File: src/rtl/riscv_decode_stage.sv
`default_nettype none
// ==========================================================================
// riscv_decode_stage : RV32I(+M) decoder feeding a registered output FIFO
// Rev 1.0
// ==========================================================================
module riscv_decode_stage #(
  parameter int PC_W     = 32,
  parameter bit ENABLE_M = 1'b1,
  parameter int DEPTH    = 2
) (
  input  logic                   clk,
  input  logic                   rst,
  input  logic                   flush_i,
  input  logic                   in_valid_i,
  output logic                   in_ready_o,
  input  logic [31:0]            in_instr_i,
  input  logic [PC_W-1:0]        in_pc_i,
  output logic                   out_valid_o,
  input  logic                   out_ready_i,
  output logic [PC_W-1:0]        out_pc_o,
  output logic [31:0]            out_imm_o,
  output logic [4:0]             out_rd_o,
  output logic [4:0]             out_ra_o,
  output logic [4:0]             out_rb_o,
  output logic [3:0]             out_alu_op_o,
  output logic                   out_branch_o,
  output logic [2:0]             out_br_cond_o,
  output logic [1:0]             out_mem_size_o,
  output logic                   out_load_o,
  output logic                   out_store_o,
  output logic                   out_unsigned_o,
  output logic                   out_jal_o,
  output logic                   out_jalr_o,
  output logic                   out_alu_imm_o,
  output logic                   out_muldiv_o,
  output logic                   out_illegal_o,
  output logic [$clog2(DEPTH):0] count_o
);

  localparam int c_AW = $clog2(DEPTH);
  localparam int c_CW = c_AW + 1;
  localparam logic [c_CW-1:0] c_FULL = c_CW'(DEPTH);

  localparam logic [6:0] c_OPC_LUI    = 7'b0110111;
  localparam logic [6:0] c_OPC_AUIPC  = 7'b0010111;
  localparam logic [6:0] c_OPC_JAL    = 7'b1101111;
  localparam logic [6:0] c_OPC_JALR   = 7'b1100111;
  localparam logic [6:0] c_OPC_BRANCH = 7'b1100011;
  localparam logic [6:0] c_OPC_LOAD   = 7'b0000011;
  localparam logic [6:0] c_OPC_STORE  = 7'b0100011;
  localparam logic [6:0] c_OPC_OPIMM  = 7'b0010011;
  localparam logic [6:0] c_OPC_OP     = 7'b0110011;
  localparam logic [6:0] c_OPC_FENCE  = 7'b0001111;
  localparam logic [6:0] c_OPC_SYSTEM = 7'b1110011;

  typedef struct packed {
    logic [PC_W-1:0] pc;
    logic [31:0]     imm;
    logic [4:0]      rd;
    logic [4:0]      ra;
    logic [4:0]      rb;
    logic [3:0]      alu_op;
    logic            branch;
    logic [2:0]      br_cond;
    logic [1:0]      mem_size;
    logic            load;
    logic            store;
    logic            uns;
    logic            jal;
    logic            jalr;
    logic            alu_imm;
    logic            muldiv;
    logic            illegal;
  } bundle_t;

  logic [6:0]      w_opc;
  logic [2:0]      w_f3;
  logic [6:0]      w_f7;
  logic            w_bad;
  bundle_t         w_dec;

  assign w_opc = in_instr_i[6:0];
  assign w_f3  = in_instr_i[14:12];
  assign w_f7  = in_instr_i[31:25];

  always_comb begin
    w_dec         = '0;
    w_bad         = 1'b0;
    w_dec.pc      = in_pc_i;
    w_dec.rd      = in_instr_i[11:7];
    w_dec.ra      = in_instr_i[19:15];
    w_dec.rb      = in_instr_i[24:20];
    w_dec.imm     = {{20{in_instr_i[31]}}, in_instr_i[31:20]};
    case (w_opc)
      c_OPC_LUI, c_OPC_AUIPC: begin
        w_dec.imm     = {in_instr_i[31:12], 12'h000};
        w_dec.alu_imm = 1'b1;
      end
      c_OPC_JAL: begin
        w_dec.imm = {{11{in_instr_i[31]}}, in_instr_i[31], in_instr_i[19:12],
                     in_instr_i[20], in_instr_i[30:21], 1'b0};
        w_dec.jal = 1'b1;
      end
      c_OPC_JALR: begin
        w_dec.jalr    = 1'b1;
        w_dec.alu_imm = 1'b1;
      end
      c_OPC_BRANCH: begin
        w_dec.imm     = {{19{in_instr_i[31]}}, in_instr_i[31], in_instr_i[7],
                         in_instr_i[30:25], in_instr_i[11:8], 1'b0};
        w_dec.branch  = 1'b1;
        w_dec.br_cond = w_f3;
        w_bad         = (w_f3 == 3'b010) || (w_f3 == 3'b011);
      end
      c_OPC_LOAD: begin
        w_dec.load     = 1'b1;
        w_dec.alu_imm  = 1'b1;
        w_dec.mem_size = w_f3[1:0];
        w_dec.uns      = w_f3[2];
        w_bad          = (w_f3 == 3'b011) || (w_f3 == 3'b110) || (w_f3 == 3'b111);
      end
      c_OPC_STORE: begin
        w_dec.imm      = {{20{in_instr_i[31]}}, in_instr_i[31:25], in_instr_i[11:7]};
        w_dec.store    = 1'b1;
        w_dec.alu_imm  = 1'b1;
        w_dec.mem_size = w_f3[1:0];
        w_dec.uns      = w_f3[2];
        w_bad          = (w_f3 > 3'b010);
      end
      c_OPC_OPIMM: begin
        w_dec.alu_imm = 1'b1;
        if (w_f3 == 3'b001) begin
          w_dec.alu_op = {in_instr_i[30], w_f3};
          w_bad        = (w_f7 != 7'h00);
        end else if (w_f3 == 3'b101) begin
          w_dec.alu_op = {in_instr_i[30], w_f3};
          w_bad        = (w_f7 != 7'h00) && (w_f7 != 7'h20);
        end else begin
          w_dec.alu_op = {1'b0, w_f3};
        end
      end
      c_OPC_OP: begin
        w_dec.imm    = '0;
        w_dec.alu_op = {in_instr_i[30], w_f3};
        case (w_f7)
          7'h00:   w_bad = 1'b0;
          7'h20:   w_bad = (w_f3 != 3'b000) && (w_f3 != 3'b101);
          7'h01: begin
            w_dec.muldiv = ENABLE_M;
            w_bad        = !ENABLE_M;
          end
          default: w_bad = 1'b1;
        endcase
      end
      c_OPC_FENCE, c_OPC_SYSTEM: w_bad = 1'b0;
      default: begin
        w_dec.imm = '0;
        w_bad     = 1'b1;
      end
    endcase
    w_dec.illegal = w_bad || (in_instr_i[1:0] != 2'b11) || (in_instr_i == 32'd0);
  end

  bundle_t         r_mem [DEPTH];
  bundle_t         r_head;
  logic [c_AW-1:0] r_wr_ptr;
  logic [c_AW-1:0] r_rd_ptr;
  logic [c_CW-1:0] r_count;

  logic            w_out_valid;
  logic            w_pop;
  logic            w_push;
  logic            w_in_ready;
  logic            w_head_from_in;
  logic [c_AW-1:0] w_rd_ptr_nxt;
  logic [c_CW-1:0] w_count_nxt;
  bundle_t         w_head_nxt;

  assign w_out_valid = (r_count != '0);
  assign w_pop       = w_out_valid & out_ready_i;
  assign w_in_ready  = flush_i | (r_count != c_FULL) | w_pop;
  assign w_push      = in_valid_i & w_in_ready;

  always_comb begin
    w_count_nxt = r_count;
    case ({w_push, w_pop})
      2'b10:   w_count_nxt = r_count + c_CW'(1);
      2'b01:   w_count_nxt = r_count - c_CW'(1);
      default: w_count_nxt = r_count;
    endcase
  end

  // The head register tracks the next head: the incoming bundle when the FIFO drains to it, else storage.
  assign w_rd_ptr_nxt   = w_pop ? r_rd_ptr + c_AW'(1) : r_rd_ptr;
  assign w_head_from_in = w_push & (r_count == c_CW'(w_pop));
  assign w_head_nxt     = w_head_from_in ? w_dec : r_mem[w_rd_ptr_nxt];

  always_ff @(posedge clk or negedge rst) begin
    if (!rst) begin
      r_wr_ptr <= '0;
      r_rd_ptr <= '0;
      r_count  <= '0;
      r_head   <= '0;
    end else if (flush_i) begin
      r_wr_ptr <= '0;
      r_rd_ptr <= '0;
      r_count  <= '0;
    end else begin
      if (w_push) r_wr_ptr <= r_wr_ptr + c_AW'(1);
      r_rd_ptr <= w_rd_ptr_nxt;
      r_count  <= w_count_nxt;
      if (w_count_nxt != '0) r_head <= w_head_nxt;
    end
  end

  always_ff @(posedge clk) begin
    if (w_push && !flush_i) r_mem[r_wr_ptr] <= w_dec;
  end

  assign in_ready_o     = w_in_ready;
  assign out_valid_o    = w_out_valid;
  assign count_o        = r_count;
  assign out_pc_o       = r_head.pc;
  assign out_imm_o      = r_head.imm;
  assign out_rd_o       = r_head.rd;
  assign out_ra_o       = r_head.ra;
  assign out_rb_o       = r_head.rb;
  assign out_alu_op_o   = r_head.alu_op;
  assign out_branch_o   = r_head.branch;
  assign out_br_cond_o  = r_head.br_cond;
  assign out_mem_size_o = r_head.mem_size;
  assign out_load_o     = r_head.load;
  assign out_store_o    = r_head.store;
  assign out_unsigned_o = r_head.uns;
  assign out_jal_o      = r_head.jal;
  assign out_jalr_o     = r_head.jalr;
  assign out_alu_imm_o  = r_head.alu_imm;
  assign out_muldiv_o   = r_head.muldiv;
  assign out_illegal_o  = r_head.illegal;

endmodule
`default_nettype wire

File: config.mk
export PLATFORM = sky130hd
export DESIGN_NAME = riscv_decode_stage
export DESIGN_NICKNAME = d
export VERILOG_FILES = /design/src/rtl/riscv_decode_stage.sv
export SDC_FILE = /design/constraint.sdc
export NUM_CORES = 1
export LEC_CHECK = 0
export CAP_MARGIN = 10
export CORE_AREA = 2 2 147 149
export CTS_CLUSTER_DIAMETER = 80
export DETAILED_ROUTE_END_ITERATION = 10
export DIE_AREA = 0 0 149 151
export PLACE_DENSITY = 0.84
export SKIP_CTS_REPAIR_TIMING = 1
export SYNTH_ARGS = -nofsm -noshare
export SYNTH_HDL_FRONTEND = slang
export SYNTH_SLANG_ARGS = --single-unit
File: constraint.sdc
create_clock -name clk -period 16.7 [get_ports clk]
set_clock_uncertainty 0.05 [all_clocks]
set_input_delay 1.67 -clock clk [delete_from_list [all_inputs] [get_ports clk]]
set_output_delay 1.67 -clock clk [all_outputs]
set_load 0.01 [all_outputs]
* Word level (Yosys, flattened, before mapping) *
Memory sizes are Yosys's and may differ from the RTL's.
Cells that the tools add are included.
Widths: inputs -> output; s select.

word-level totals
  memories kept = 1
  register bits = 101
  memory bits (writable) = 194
  output and inout port bits = 101

memory list
  name   words  width  read ports  clocked after Yosys merged registers in  wr ports  RTL line  source
  r_mem  2      97     1           0                                        1         164       bundle_t r_mem [DEPTH];

cells by class
  equality and inequality tests = 26
  $lt $le $gt $ge = 1
  bitwise operators = 6
  add/sub/neg operators = 4
  reductions and logical operators = 23
  multiplexer cells = 27

operators with widths
  kind                number
  $pmux 32 s5         1
  $mux 97             1
  $logic_not 32->1    1
  $eq 7x6->1 const B  4
  $eq 7x7->1 const B  4
  $mux 1              16
  $eq 7x5->1 const B  2
  $mux 4              3
  $reduce_or 6->1     2
  $eq 3x3->1 const B  3
  $pmux 4 s2          1
  $eq 7x1->1 const B  1
  $eq 7x2->1 const B  1
  $eq 7x4->1 const B  1
  $logic_not 7->1     1
  $ne 7x6->1 const B  1
  $reduce_bool 7->1   1
  $eq 3x2->1 const B  2
  $pmux 1 s6          1
  $reduce_bool 2->1   3
  $reduce_or 2->1     3
  $logic_or 1x1->1    5
  $reduce_or 5->1     1
  $mux 2              2
  other kinds (19)    26

* Logic depth before layout (Yosys ltp) *
  depth in word-level cells = 8
  gate-level depth with buffers = 11

* Worst setup path after synthesis *
OpenSTA, ideal clock, no wires.

  path kind = input -> register
  from = in flush_i
  to = mem r_mem[1][0] in the netlist's numbering, enable pin
  library setup time = 692 ps
  data required time = 15,958 ps
  path slack = 6,654 ps
  data arrival time = 9,304 ps
  stages = 4
  buffers on the path = 1
  path through = clkbuf_1 > or4b_2 > nand2_1 > nor3b_1

on the way
  longest elaborated chain between the ends = 6
  elaborated cells on any way between the ends = 7
  classes of those cells = 2 x mux; 3 x bitwise; 2 x reduce/logical

ends and longest elaborated chain
  what                          RTL line  source
  from (decl)                   13        input logic flush_i,
  $or 1x1->1 (2 in a row)       181       assign w_in_ready = flush_i | (r_count != c_FULL) | w_pop;
  named net in_ready_o          15        output logic in_ready_o,
  $and 1x1->1                   182       assign w_push = in_valid_i & w_in_ready;
  $logic_and 1x1->1             217       if (w_push && !flush_i) r_mem[r_wr_ptr] <= w_dec;
  $mux 1                        217
  $mux 1 (implied by the code)  217
  to (decl)                     164

The timed path passes the listed nets, and every way through them passes these cells.

* Worst setup path after layout *
  from = in flush_i
  to = reg r_head (netlist bit out_imm_o[22])

on the way
  longest elaborated chain between the ends = 7
  elaborated cells on any way between the ends = 11
  classes of those cells = 2 x eq/ne; 2 x mux; 5 x bitwise; 2 x reduce/logical

ends and longest elaborated chain
  what                                      RTL line  source
  $or 1x1->1 (2 in a row)                   181
  $and 1x1->1                               182
  $eq 2x1->1 or $eq 2x2->1 (tied branches)  186       case ({w_push, w_pop})
  $pmux 2 s2                                186
  $reduce_bool 2->1                         212       if (w_count_nxt != '0) r_head <= w_head_nxt;
  $reduce_and 2->1 (no line)                n/a
  to (signal assigned)                      212
  to (decl)                                 165       bundle_t r_head;

Several ways; a longest one is shown, not always the timed one.
A chain may end at the register's enable or synchronous reset.

==> flow_summary.rst <==
.. list-table::
   :header-rows: 1

   * - Metric
     - Value
   * - Max-cap check violation count
     - 0
   * - Yosys warns
     - 0
   * - Register clock-pin slew on the reported worst setup and hold paths
     - ~60 ps
   * - Achievable clock frequency
     - 172.5 MHz
   * - Vertical die dimension
     - 151 µm
   * - Total number of vias
     - approximately 8200
   * - Busiest grt layer
     - met2
   * - Total wire length
     - 28.53 mm
   * - Iteration count of the initial detailed-routing pass
     - 5
   * - Gp weighted congestion
     - between 0.8 and 0.9
   * - CTS sink count
     - 295
   * - Remaining antenna violation count after routing
     - 0
   * - Synth Net Count
     - 974
   * - Number of nets in the layout
     - 1123
   * - Final routed DRC violation total
     - 0
   * - Library cell with the largest summed area after synthesis
     - sky130_fd_sc_hd__edfxtp_1
   * - Number of top-level pins
     - 170
   * - Worst slew margin relative to its limit
     - 0.1929
   * - Synthesized area per cell
     - around 13 µm²
   * - Global-route track usage on met3
     - 0.03464
   * - Maximum clock path buffer count
     - 3
   * - Final period utilization
     - 0.3472
   * - Primary FF master, synth
     - sky130_fd_sc_hd__edfxtp_1
   * - Final TNS setup
     - 0 ps
   * - VDD IR-drop max
     - 0.1309 mV
   * - Endpoint arrival time on the critical path
     - just over 6000 ps
   * - Critical setup path kind
     - in -> reg
   * - Delay-heaviest family, CP
     - simple AND/OR/NAND/NOR gates
   * - Largest fanout on the critical path
     - 81
   * - Netlist area before placement
     - ~12000 µm²
   * - Leak
     - 6.098 nW
   * - Post-synthesis cell type count
     - 49
   * - Highest cell delay on the worst timing path
     - 940 ps
   * - Setup-violating endpoint count in the final report
     - 0
   * - Grt total ovfl
     - 0
   * - Vias in the first global route
     - 8236
   * - Most frequent standard cell in the layout excluding fill and tap cells
     - sky130_fd_sc_hd__edfxtp_1
   * - CP Launch Type
     - input pin
   * - Flip-flop and latch count after synthesis
     - 295
   * - Slowest CP cell
     - sky130_fd_sc_hd__nor2_2
   * - Sequential cell area fraction in the yosys report
     - 0.6873
   * - Post-DR wirelength/cell
     - 21.13 µm
   * - I/O Buffers
     - ~170
   * - Biggest area contributors in the synthesized netlist
     - sky130_fd_sc_hd__edfxtp_1 48%, sky130_fd_sc_hd__dfrtp_1 21%, sky130_fd_sc_hd__mux2i_1 5.5%, sky130_fd_sc_hd__o21ai_0 3.7%, sky130_fd_sc_hd__a21o_1 3.7%
   * - Core area
     - 20820 µm²
   * - Iteration-0 DRC Markers
     - around 630
   * - Final Power
     - around 2.6 mW
   * - Global-route wire length before repair
     - ~45 mm
   * - Commonest non-fill, non-tap cells in the layout
     - 194 x sky130_fd_sc_hd__edfxtp_1, 168 x sky130_fd_sc_hd__clkdlybuf4s50_1, 101 x sky130_fd_sc_hd__dfrtp_1
   * - Die area
     - 22500 µm²
   * - Async set-or-reset flop fraction in the synthesized netlist
     - 0.3424
   * - Cell count after synthesis
     - ~900
   * - Largest net degree at the start of global routing
     - 84
   * - Setup repair after global routing missed its margin
     - false
   * - Global Route met1 Usage
     - 0.3481
   * - Clock Latency Late Sink
     - 540 ps
   * - Worst hold-check path type
     - reg -> reg
   * - Total number of H-tree levels
     - 1
   * - Final Max Slew Viols
     - 0
   * - Placement Rows
     - 53
   * - Share of post-route cells with drive strength above 1
     - 0.07814
   * - Slew of the pin with the lowest slew margin
     - 1208 ps
   * - Worst setup EP type
     - flop
   * - Growth of design area from synthesis to finish
     - 22.96%
   * - TritonCTS clock tree
     - done
   * - Number of antenna repair diodes
     - 0
   * - Final hold viol count
     - 0
   * - Power Dens Cells
     - 172.5 nW/µm²
   * - CP Buf/Inv Count
     - 1
   * - Share of Yosys cell area claimed by the top area cell type
     - 0.4793
   * - CTS Buf Count
     - 29
   * - Met2 capacity usage during global routing
     - 0.4290
   * - DP Wirelength
     - 17.21 mm
   * - Initial standard-cell utilization of the core
     - 0.5837
   * - Horizontal extent of the die
     - 149 µm
   * - Req. time, crit path
     - 17060 ps
   * - Clock period minus worst slack
     - 5797 ps
   * - CP Cell Sequence
     - clkdlybuf4s50_1, or4b_2, nand2_1, ha_1, nor3b_1, or4_4, nor2_2, and2_1, a21oi_1
   * - Via-per-instance ratio
     - 6.070
   * - EDFF count, synth
     - ~190
   * - Run status
     - finished, final reports clean
   * - Overall routing resource usage
     - 0.2549
   * - Clock tree root driver cell
     - sky130_fd_sc_hd__clkbuf_16
   * - Antenna violations before repair
     - 0
## synth_stat cells (3+ instances only)
master,n
sky130_fd_sc_hd__nor3_1,6
sky130_fd_sc_hd__mux2_2,20
sky130_fd_sc_hd__or2_2,3
sky130_fd_sc_hd__inv_1,16
sky130_fd_sc_hd__mux2i_1,67
sky130_fd_sc_hd__clkbuf_1,41
sky130_fd_sc_hd__buf_2,18
sky130_fd_sc_hd__nor2b_1,15
sky130_fd_sc_hd__and2_1,18
sky130_fd_sc_hd__o21ai_0,91
sky130_fd_sc_hd__a21o_1,60
sky130_fd_sc_hd__and3b_1,3
sky130_fd_sc_hd__o22ai_1,21
sky130_fd_sc_hd__a21oi_1,90
sky130_fd_sc_hd__nor4_1,4
sky130_fd_sc_hd__dfrtp_1,101
sky130_fd_sc_hd__nor2_1,14
sky130_fd_sc_hd__and3_1,4
sky130_fd_sc_hd__xor2_1,3
sky130_fd_sc_hd__a221o_1,6
sky130_fd_sc_hd__a211oi_1,16
sky130_fd_sc_hd__nand2_1,53
sky130_fd_sc_hd__edfxtp_1,194
sky130_fd_sc_hd__a22o_1,4
## per-layer routing
metal | part of all wire | vias to the layer above | wire [µm]
li1 | - | 3687 | -
met1 | 0.40 | 4088 | 11520
met2 | 0.50 | 359 | 14230
met3 | 0.068 | 61 | 1927
met4 | 0.030 | 0 | 845
met5 | 0 | - | 0
## sequential cells by signal, summed over array words and instances, names as in the netlist, 2 cells and up
signal,count
count_o,2
out_ra_o,5
out_alu_op_o,4
r_mem,194
out_imm_o,32
out_pc_o,32
out_rd_o,5
out_rb_o,5
out_mem_size_o,2
out_br_cond_o,3
## logic make-up (layout without fill, tap and decap cells)
| logic type | Yosys count | in the layout | synth area share |
|---|---|---|---|
| XOR/XNOR | 5 | 5 | 0.003604 |
| flip-flops | 295 | 295 | 0.6873 |
| multiplexers | 87 | 87 | 0.07371 |
| AO/OA/AOI/OAI | 299 | 299 | 0.1476 |
| AND/OR/NAND/NOR | 139 | 139 | 0.06022 |
| adder cells (fa/ha/maj) | 1 | 1 | 0.001029 |
| buffers and inverters | 78 | 249 | 0.02656 |
## power by group
part | internal [mW] | total, mW | switching [mW]
Clock | 0.365 | 0.626 | 0.261
Sequential | 0.928 | 1.02 | 0.0935
Combinational | 0.460 | 0.931 | 0.470
Total | 1.75 | 2.58 | 0.825
## metrics by stage
step                      instance area, µm²    util  cells  hold WS, ps  setup WS [ps]
final                                  14940  0.7177   1350        425.3          10900
after global routing                   14940  0.7177   1350        438.1          10630
after CTS                              14940  0.7177   1350        428.3          10920
after detailed placement               14040  0.6743   1297        414.9          10340
after global placement                 14040  0.6743   1297        407.9          10490
after floorplan                        12150       -    904        466.2           6654
## worst paths after layout
path                       slack (ps)  cells past startpoint        start            end
min in group asynchronous        1120                      1          rst     count_o[1]
setup / recovery                10900                      9      flush_i  out_imm_o[22]
hold / removal                    430                      1  out_rb_o[3]    out_rb_o[3]
hold reg to reg                   430                      1  out_rb_o[3]    out_rb_o[3]
max in group asynchronous       14260                      2          rst  out_imm_o[26]
setup reg to reg                12200                      8   count_o[0]  out_imm_o[22]
## final cells by class
type,instances,area [µm²]
clock inverters,8,88.84
multi-input cells,531,3511
fillers,1406,5878
well taps,275,344.1
clock buffers,45,815.8
repair buffers,180,1772
flip-flops and latches,295,8353
inverters,16,60.06
Power figures use the tool's default switching activity.
